<file path="config.mk">
export PLATFORM = sky130hd
export DESIGN_NAME = alien_formation_renderer
export DESIGN_NICKNAME = d
export VERILOG_FILES = /design/src/rtl/invaders_pkg.sv /design/src/rtl/alien_march_fsm.sv /design/src/rtl/alien_formation_renderer.sv
export SDC_FILE = /design/constraint.sdc
export NUM_CORES = 1
export LEC_CHECK = 0
export CAP_MARGIN = 30
export CORE_MARGIN = 4
export CORE_UTILIZATION = 40
export DETAILED_ROUTE_END_ITERATION = 16
export GPL_ROUTABILITY_DRIVEN = 0
export RECOVER_POWER = 100
export REMOVE_ABC_BUFFERS = 1
export SYNTH_ARGS = -nofsm -noshare
export SYNTH_HDL_FRONTEND = slang
export SYNTH_HIERARCHICAL = 1
export SYNTH_SLANG_ARGS = --single-unit
</file>
<file path="constraint.sdc">
create_clock -name clk -period 5.64 [get_ports clk]
set_input_delay 1.41 -clock clk [delete_from_list [all_inputs] [get_ports clk]]
set_output_delay 1.41 -clock clk [all_outputs]
set_load 0.05 [all_outputs]
</file>
<file path="src/rtl/invaders_pkg.sv">
// Shared formation geometry and march FSM encodings for the alien formation logic.
package invaders_pkg;

    localparam int PITCH     = 32;
    localparam int SCALE     = 2;
    localparam int COLS      = 8;
    localparam int ROWS      = 3;
    localparam int SPRITE    = 10;
    localparam int SPRITE_PX = SPRITE * SCALE;
    localparam int WIDTH     = (COLS - 1) * PITCH + SPRITE_PX;
    localparam int HEIGHT    = (ROWS - 1) * PITCH + SPRITE_PX;

    typedef enum logic [1:0] {
        MOVE_R = 2'd0,
        MOVE_L = 2'd1,
        DROP   = 2'd2
    } march_state_t;

    typedef enum logic {
        DIR_R = 1'b0,
        DIR_L = 1'b1
    } march_dir_t;

    // Row-major position of an alien inside the 24-bit alive mask.
    function automatic logic [4:0] alive_index(input logic [1:0] row, input logic [2:0] col);
        return {row, 3'b000} + {2'b00, col};
    endfunction

endpackage

</file>
<file path="src/rtl/alien_march_fsm.sv">
// March FSM: steps the formation sideways, drops at the edges, freezes on invasion.
module alien_march_fsm
    import invaders_pkg::*;
#(
    parameter int MOVE_DIV = 4,
    parameter int STEP_X   = 4,
    parameter int STEP_Y   = 8,
    parameter int X_MIN    = 16,
    parameter int X_MAX    = 380,
    parameter int Y_START  = 40,
    parameter int Y_LIMIT  = 400
) (
    input  logic       clk,
    input  logic       reset,
    input  logic       frame_tick,
    output logic [9:0] formation_x,
    output logic [9:0] formation_y,
    output logic       reached_bottom
);

    localparam int CW = (MOVE_DIV > 1) ? $clog2(MOVE_DIV) : 1;

    march_state_t   state, state_next;
    march_dir_t     next_dir, dir_next;
    logic [CW-1:0]  frame_cnt;
    logic [9:0]     x_next, y_next;
    logic           move_event;
    logic           bottom_next;

    assign move_event = frame_tick && (frame_cnt == CW'(MOVE_DIV - 1));

    always_comb begin
        state_next = state;
        dir_next   = next_dir;
        x_next     = formation_x;
        y_next     = formation_y;
        if (move_event && !reached_bottom) begin
            case (state)
                MOVE_R: begin
                    if (formation_x >= 10'(X_MAX)) begin
                        state_next = DROP;
                        dir_next   = DIR_L;
                    end else begin
                        x_next = formation_x + 10'(STEP_X);
                    end
                end
                MOVE_L: begin
                    if (formation_x <= 10'(X_MIN)) begin
                        state_next = DROP;
                        dir_next   = DIR_R;
                    end else begin
                        x_next = formation_x - 10'(STEP_X);
                    end
                end
                DROP: begin
                    y_next     = formation_y + 10'(STEP_Y);
                    state_next = (next_dir == DIR_L) ? MOVE_L : MOVE_R;
                end
                default: state_next = MOVE_R;
            endcase
        end
    end

    // Evaluated on the updated y so the flag rises on the same edge as the fatal drop.
    assign bottom_next = reached_bottom ||
                         (({1'b0, y_next} + 11'(HEIGHT)) >= 11'(Y_LIMIT));

    always_ff @(posedge clk) begin
        if (reset) begin
            state          <= MOVE_R;
            next_dir       <= DIR_L;
            frame_cnt      <= '0;
            formation_x    <= 10'(X_MIN);
            formation_y    <= 10'(Y_START);
            reached_bottom <= 1'b0;
        end else begin
            if (frame_tick)
                frame_cnt <= move_event ? '0 : frame_cnt + 1'b1;
            state          <= state_next;
            next_dir       <= dir_next;
            formation_x    <= x_next;
            formation_y    <= y_next;
            reached_bottom <= bottom_next;
        end
    end

endmodule

</file>
<file path="src/rtl/alien_formation_renderer.sv">
// Renders the 8x3 alien formation per pixel and tracks which aliens are still alive.
module alien_formation_renderer
    import invaders_pkg::*;
#(
    parameter int MOVE_DIV = 4,
    parameter int STEP_X   = 4,
    parameter int STEP_Y   = 8,
    parameter int X_MIN    = 16,
    parameter int X_MAX    = 380,
    parameter int Y_START  = 40,
    parameter int Y_LIMIT  = 400
) (
    input  logic       clk,
    input  logic       reset,
    input  logic       frame_tick,
    input  logic       video_active,
    input  logic [9:0] pix_x,
    input  logic [9:0] pix_y,
    output logic [3:0] rom_row_index,
    input  logic [9:0] rom_row_data,
    input  logic       kill_valid,
    input  logic [2:0] kill_col,
    input  logic [1:0] kill_row,
    output logic       alien_pixel,
    output logic [9:0] formation_x,
    output logic [9:0] formation_y,
    output logic       all_dead,
    output logic       reached_bottom
);

    logic [9:0]  rel_x, rel_y;
    logic        hit;
    logic [2:0]  col;
    logic [1:0]  row;
    logic [3:0]  sx;
    logic        sprite_bit;
    logic        pixel_next;
    logic [23:0] alive, alive_next;
    logic [4:0]  kill_idx;

    alien_march_fsm #(
        .MOVE_DIV (MOVE_DIV),
        .STEP_X   (STEP_X),
        .STEP_Y   (STEP_Y),
        .X_MIN    (X_MIN),
        .X_MAX    (X_MAX),
        .Y_START  (Y_START),
        .Y_LIMIT  (Y_LIMIT)
    ) u_march (
        .clk            (clk),
        .reset          (reset),
        .frame_tick     (frame_tick),
        .formation_x    (formation_x),
        .formation_y    (formation_y),
        .reached_bottom (reached_bottom)
    );

    // Pixels left of / above the formation wrap to large values and miss the range test.
    assign rel_x = pix_x - formation_x;
    assign rel_y = pix_y - formation_y;

    assign hit = (rel_x < 10'(COLS * PITCH)) && (rel_y < 10'(ROWS * PITCH)) &&
                 (rel_x[4:0] < 5'(SPRITE_PX)) && (rel_y[4:0] < 5'(SPRITE_PX)) &&
                 (rel_y[6:5] < 2'(ROWS));

    assign col           = rel_x[7:5];
    assign row           = rel_y[6:5];
    assign sx            = rel_x[4:1];
    assign rom_row_index = hit ? rel_y[4:1] : 4'd0;
    assign sprite_bit    = (sx <= 4'd9) ? rom_row_data[4'd9 - sx] : 1'b0;
    assign pixel_next    = video_active && hit && alive[alive_index(row, col)] && sprite_bit;

    assign kill_idx = alive_index(kill_row, kill_col);

    always_comb begin
        alive_next = alive;
        if (kill_valid && (kill_row != 2'd3))
            alive_next[kill_idx] = 1'b0;
    end

    always_ff @(posedge clk) begin
        if (reset) begin
            alive       <= 24'hFFFFFF;
            all_dead    <= 1'b0;
            alien_pixel <= 1'b0;
        end else begin
            alive       <= alive_next;
            all_dead    <= (alive_next == 24'd0);
            alien_pixel <= pixel_next;
        end
    end

endmodule

</file>
==> flow_metrics.env, run 1 <==
export IMPL_dp_cells=654
export IMPL_syn_inst=474
export IMPL_routed_wl_um=9800
export IMPL_seqPwrFrac=0.452
export IMPL_synth_top_area_share=0.240
export IMPL_cts_tree="built"
export IMPL_yosysSeqAreaShare=0.240
export IMPL_clk_pin_slew_worst_paths_ns=0.09
export IMPL_power_density_nw_per_um2=158
export IMPL_first_global_vias=3420
export IMPL_reg2reg_from="u_march/formation_x[2]"
export IMPL_synth_main_ff_cell="dfxtp_1"
export IMPL_synthTopCellsByArea="dfxtp_1 24%, ha_1 8.3%, nor2_1 4.7%"
export IMPL_fillers=940
export IMPL_cp_data_arrival_time_ns=4.05
export IMPL_drt_vias_per_instance=5.44
export IMPL_violations="capacitance limit, slew limit"
export IMPL_fin_crit_ns=5.46
export IMPL_drc=0
export IMPL_fmax_mhz=183
export IMPL_critical_path_buf_inv_count=3
export IMPL_hold_viol_final=0
export IMPL_tightest_slew_ns=1.82
export IMPL_async_flop_share=0
export IMPL_drive_above_1_share=0.0897
export IMPL_cp_cell_sequence="clkdlybuf4s50_1 -> ha_1 -> nor4b_1 -> a2111oi_2 -> o311a_1 -> nor2_1 -> nor4_1 -> nand4_1 -> buf_4 -> nor2b_1 -> buf_12"
export IMPL_clk_latency_ns=0.31
export IMPL_wl_per_cell_um=14.8
export IMPL_row_count=35
export IMPL_p_clk_frac=0.284
export IMPL_vias=3609
export IMPL_status="finished with violations"
export IMPL_yosysTopAreaCell="dfxtp_1"
export IMPL_cp_top_family="simple AND/OR/NAND/NOR gates"
export IMPL_drtIter0Drc=171
export IMPL_layoutNonFillerInstCount=664
export IMPL_timing_critical_path_depth=11
export IMPL_finalSetupViolCount=0
export IMPL_r2r_cells=10
export IMPL_core_um2=9370
export IMPL_dpl_hpwl_um=7650
export IMPL_grt_ovfl_total=0
export IMPL_initial_core_util=0.417
export IMPL_start_kind="input pin"
export IMPL_syn2layout_area_growth_pct=20.8
export IMPL_end_kind="output pin"
export IMPL_slowest_delay_ns=0.42
export IMPL_cts_made_buffers=5
export IMPL_maxCapViolCount=1
export IMPL_cts_sinks=47
export IMPL_cts_max_level=2
export IMPL_grtUsageTotal=0.171
export IMPL_reg2reg_to="alien_pixel"
export IMPL_hold_class="reg2reg"
export IMPL_mostFrequentLayoutCells="49 x nor2_1, 47 x dfxtp_1, 38 x clkdlybuf4s50_1, 33 x o21ai_0, 30 x inv_1"
export IMPL_finalNetCount=603
export IMPL_cpMaxStageDelayCell="ha_1"
export IMPL_r2r_slack_ns=2.24
export IMPL_p_int_w=0.000519
export IMPL_multi_input_area_um2=2750
export IMPL_io_buffers=61
export IMPL_grt_start_max_net_pins=48
export IMPL_worstSetupStartpoint="pix_y[5]"
export IMPL_fin_util=0.504
export IMPL_synth_edf_count=0
export IMPL_critical_path_class="in2out"
export IMPL_ys_types=81
export IMPL_critPathRequiredTime_ns=4.23
export IMPL_num_antenna_cells=0
export IMPL_ant_nets=0
export IMPL_final_common_cell="nor2_1"
export IMPL_dieArea_um2=11400
export IMPL_endpoint="rom_row_index[1]"
export IMPL_total_power_w=0.000746
export IMPL_swShare=0.304
export IMPL_fp_dieW_um=107
export IMPL_syn_area_um2=3910
export IMPL_p_switching_w=0.000227
export IMPL_clock_skew_ns=0.00795
export IMPL_ios=67
export IMPL_synth_seq_cells=47
export IMPL_worstPathMaxFanout=10
export IMPL_grt_pass1_wl_um=16200
export IMPL_setup_tns_ns=0
export IMPL_p_leak_nw=1.76
export IMPL_slew_headroom=-0.211
export IMPL_ctsRootBufferMaster="clkbuf_8"
export IMPL_fin_crit_sh=0.968
export IMPL_cts_path_max_buffers=2
export IMPL_drv_slew=48
export IMPL_cts_hold_buffers=0
export IMPL_drtPass1Iterations=5
export IMPL_antenna_found_initial=0
export IMPL_die_y_um=107
export IMPL_syn_avg_cell_area_um2=8.25
export IMPL_p_comb_frac=0.264
export IMPL_ir_worst_vdd_v=0.0000912
export IMPL_register_area_um2=941
export IMPL_yosysWarnings=6
worst reg2reg max path: cells and delay by family, from the launching register on:
| family | cells | cell delay (ns) |
|---|---|---|
| flops | 1 | 0.46 |
| compound gates | 2 | 1.21 |
| fa+ha+maj | 1 | 0.40 |
| simple gates | 5 | 0.78 |
| mux | 1 | 0.35 |
| buf+inv | 1 | 0.11 |
cell usage after synthesis, drive strengths merged, types with 8 or more instances:
library cell and n:
nor2 51, dfxtp 47, o21ai 40, inv 30, nand2 28, nand2b 27, ha 26, a21oi 21
xnor2 19, buf 11, nor2b 11, nor3 11, nand3 10, mux2i 8, nand3b 8
cell type report:
type,count,area share
inverter,30,0.0238
tap,129,0.0342
clock inverter,2,0.00344
timing repair buffer,66,0.142
clock buffer,6,0.0154
sequential,47,0.199
multi-input combinational,384,0.582
per-stage QoR:
step / area [µm²] / hold WS (ns) / setup WS, ns
5_1_grt: 4720 / 0.512 / -0.0229
4_1_cts: 4740 / 0.485 / 0.00944
6_report: 4720 / 0.485 / 0.183
3_5_place_dp: 4650 / 0.462 / 0.0358
2_1_floorplan: 3820 / 0.439 / 0.430
3_3_place_gp: 4650 / 0.466 / 0.174
routing by layer:
metal,global-route usage,wire [µm]
met3,0.0301,523
met2,0.260,4260
met5,0,0
met4,0.0356,79
met1,0.252,4930
power by group through the flow:
stage	Sequential (W)	Clock, W	Combinational, W
floorplan	0.000345	0	0.000130
global placement	0.000345	0	0.000194
detailed placement	0.000345	0	0.000196
CTS	0.000337	0.000220	0.000197
global route	0.000338	0.000233	0.000218
finish	0.000337	0.000212	0.000197
worst min-delay path by stage:
| stage | from | to | slack, ns | depth (start not counted) |
|---|---|---|---|---|
| final | alive[19] | alive[19] | 0.48 | 1 |
| after global routing | alive[11] | alive[11] | 0.51 | 2 |
| after CTS | alive[19] | alive[19] | 0.49 | 1 |
| after detailed placement | alive[19] | alive[19] | 0.46 | 1 |
| after global placement | alive[19] | alive[19] | 0.47 | 1 |
| after floorplan | alive[19] | alive[19] | 0.44 | 1 |
state kept, by name, summed over array words and instances (netlist names):
name / count
u_march/state: 2
all_dead: 1
u_march/frame_cnt: 2
u_march/formation_y: 7
alien_pixel: 1
u_march/next_dir: 1
u_march/formation_x: 8
u_march/reached_bottom: 1
alive: 24
what timing repair did:
item,CTS,global route
setup buffers,0,2
gates resized for setup,0,3
endpoints found under the setup margin,0,4
cells by family after synthesis:
kind of cell | Yosys count | synth area share
other | 1 | 0.000958
adder cells (fa/ha/maj) | 29 | 0.0985
multiplexers | 14 | 0.0512
buffers and inverters | 47 | 0.0566
XOR/XNOR | 26 | 0.0582
AND/OR/NAND/NOR | 186 | 0.266
AO/OA/AOI/OAI | 124 | 0.228
flip-flops | 47 | 0.240
Note: power is estimated with default switching activity, not from simulation.
==> inputs of run 2 (changes only) <==
- CORE_ASPECT_RATIO: default -> 1.75
==> run 2 against run 1 <==
  * The flow still finishes with violations (capacitance limit, slew limit)
  * Sequential share of layout area decreased by 0.42 points
  * Combinational power about the same
  * Clock skew fell by 0.0022 ns
  * Die area increased by 0.54%
  * Largest power group is now the clock network
  * Clock power up 81%
  * Fmax decreased by 0.32%
  * Via count grew 0.61%
  * Largest cell class unchanged
  * Non-clock buffer count is 1 lower
  * Final cell count is 1.2% lower
==> flow_metrics.env, run 2 (synthesis results as in run 1) <==
export IMPL_hold_viol_final=0
export IMPL_cts_path_max_buffers=2
export IMPL_dpl_hpwl_um=8020
export IMPL_status="finished with violations"
export IMPL_cts_tree="built"
export IMPL_min_to="alive[19]"
export IMPL_fin_util=0.507
export IMPL_tightest_slew_ns=1.96
export IMPL_initial_core_util=0.411
export IMPL_ios=67
export IMPL_dieArea_um2=11500
export IMPL_cts_made_buffers=5
export IMPL_grt_ovfl_total=0
export IMPL_hold_class="reg2reg"
export IMPL_cp_data_arrival_time_ns=4.06
export IMPL_largest_reg_flops=24
export IMPL_fp_dieW_um=82.8
export IMPL_core_um2=9530
export IMPL_fmax_mhz=183
export IMPL_final_common_cell="nor2_1"
export IMPL_end_kind="output pin"
export IMPL_first_global_vias=3666
export IMPL_dpl_cell_area_um2=4640
export IMPL_grt_pass1_wl_um=16400
export IMPL_routed_wl_um=10100
export IMPL_clock_skew_ns=0.00575
export IMPL_violations="capacitance limit, slew limit"
export IMPL_vias=3631
export IMPL_wl_per_cell_um=15.3
export IMPL_drc=0
export IMPL_start_kind="input pin"
export IMPL_grt_start_max_net_pins=48
export IMPL_syn2layout_area_growth_pct=23.4
export IMPL_drv_slew=48
export IMPL_clk_latency_ns=0.29
export IMPL_slew_headroom=-0.305
export IMPL_cts_max_level=2
export IMPL_ctsRootBufferMaster="clkbuf_16"
export IMPL_fin_crit_sh=0.971
export IMPL_critPathRequiredTime_ns=4.23
export IMPL_grtUsageTotal=0.180
export IMPL_num_antenna_cells=0
export IMPL_r2r_slack_ns=2.57
export IMPL_maxCapViolCount=1
export IMPL_reg2reg_to="alien_pixel"
export IMPL_largest_register="alive"
export IMPL_finalSetupViolCount=0
export IMPL_final_cell_area_um2=4830
export IMPL_fin_crit_ns=5.47
export IMPL_mostFrequentLayoutCells="49 x nor2_1, 47 x dfxtp_1, 38 x clkdlybuf4s50_1, 33 x o21ai_0, 30 x inv_1"
export IMPL_hold_depth=1
export IMPL_finalNetCount=602
export IMPL_cts_hold_buffers=0
export IMPL_worstPathMaxFanout=5
export IMPL_fillers=965
export IMPL_drive_above_1_share=0.0861
export IMPL_row_count=47
export IMPL_top_regs="alive x24, u_march/formation_x x8, u_march/formation_y x7"
export IMPL_power_density_nw_per_um2=191
export IMPL_p_leak_nw=1.81
export IMPL_ir_worst_vdd_v=0.000135
export IMPL_drtIter0Drc=103
export IMPL_die_y_um=139
export IMPL_total_power_w=0.000920
export IMPL_r2r_cells=9
export IMPL_clk_pin_slew_worst_paths_ns=0.06
export IMPL_cts_sinks=47
export IMPL_reg2reg_from="u_march/formation_x[3]"
export IMPL_io_buffers=61
export IMPL_rsz0062_at_grt="true"
export IMPL_critical_path_class="in2out"
export IMPL_drtPass1Iterations=4
export IMPL_min_from="alive[19]"
export IMPL_drt_vias_per_instance=5.54
export IMPL_ant_nets=0
export IMPL_antenna_found_initial=0
==> run 2: power by group <==
part	switching (W)	internal, W	total, W
logic	0.000104	0.0000948	0.000198
clock network	0.000129	0.000254	0.000384
registers	0.00000233	0.000335	0.000338
total	0.000235	0.000684	0.000920
==> run 2: final cells by class <==
type,instances,area (µm²),share of cell area
clock buffers,6,129,0.0267
clock inverters,2,60.1,0.0124
inverters,30,113,0.0233
multi-input cells,384,2760,0.571
flip-flops and latches,47,941,0.195
well taps,122,153,0.0316
repair buffers,65,677,0.140
==> run 2: worst max-delay path by stage <==
stage | from | to | slack [ns] | depth (start not counted)
finish | pix_y[2] | rom_row_index[0] | 0.17 | 10
global placement | pix_x[2] | rom_row_index[1] | 0.27 | 11
floorplan | pix_y[5] | rom_row_index[1] | 0.43 | 8
detailed placement | pix_x[2] | rom_row_index[1] | 0.17 | 11
global route | pix_x[2] | rom_row_index[0] | -0.05 | 11
CTS | pix_x[2] | rom_row_index[1] | 0.17 | 11
==> run 2: routing by layer <==
metal	global-route usage	routed length, µm	up-vias
li1	-	-	1820
met1	0.188	3980	1708
met4	0.0672	191	0
met5	0	0	-
met2	0.341	5500	91
met3	0.0273	387	12
==> run 2: timing repair <==
| action | in CTS | in global routing |
|---|---|---|
| setup buffers | 0 | 1 |
| endpoints found under the hold margin | 0 | 0 |
| gates resized for setup | 0 | 1 |
| setup endpoints to repair | 0 | 4 |
==> run 2: through the flow <==
stage | setup WS [ns] | TNS (ns) | instances | hold slack [ns]
2_1_floorplan | 0.430 | 0 | 461 | 0.439
3_3_place_gp | 0.274 | 0 | 647 | 0.457
3_5_place_dp | 0.169 | 0 | 647 | 0.473
4_1_cts | 0.167 | 0 | 655 | 0.487
5_1_grt | -0.0469 | -0.121 | 656 | 0.525
6_report | 0.165 | 0 | 656 | 0.485
==> run 2: critical path, stage by stage <==
cell and delay (ns):
clkdlybuf4s50_1 0.46, ha_1 0.28, a211oi_1 0.36, o21ai_0 0.21
a211oi_1 0.31, nor3_1 0.08, nor4_1 0.27, nand4_1 0.26
nor2_1 0.25, buf_12 0.17
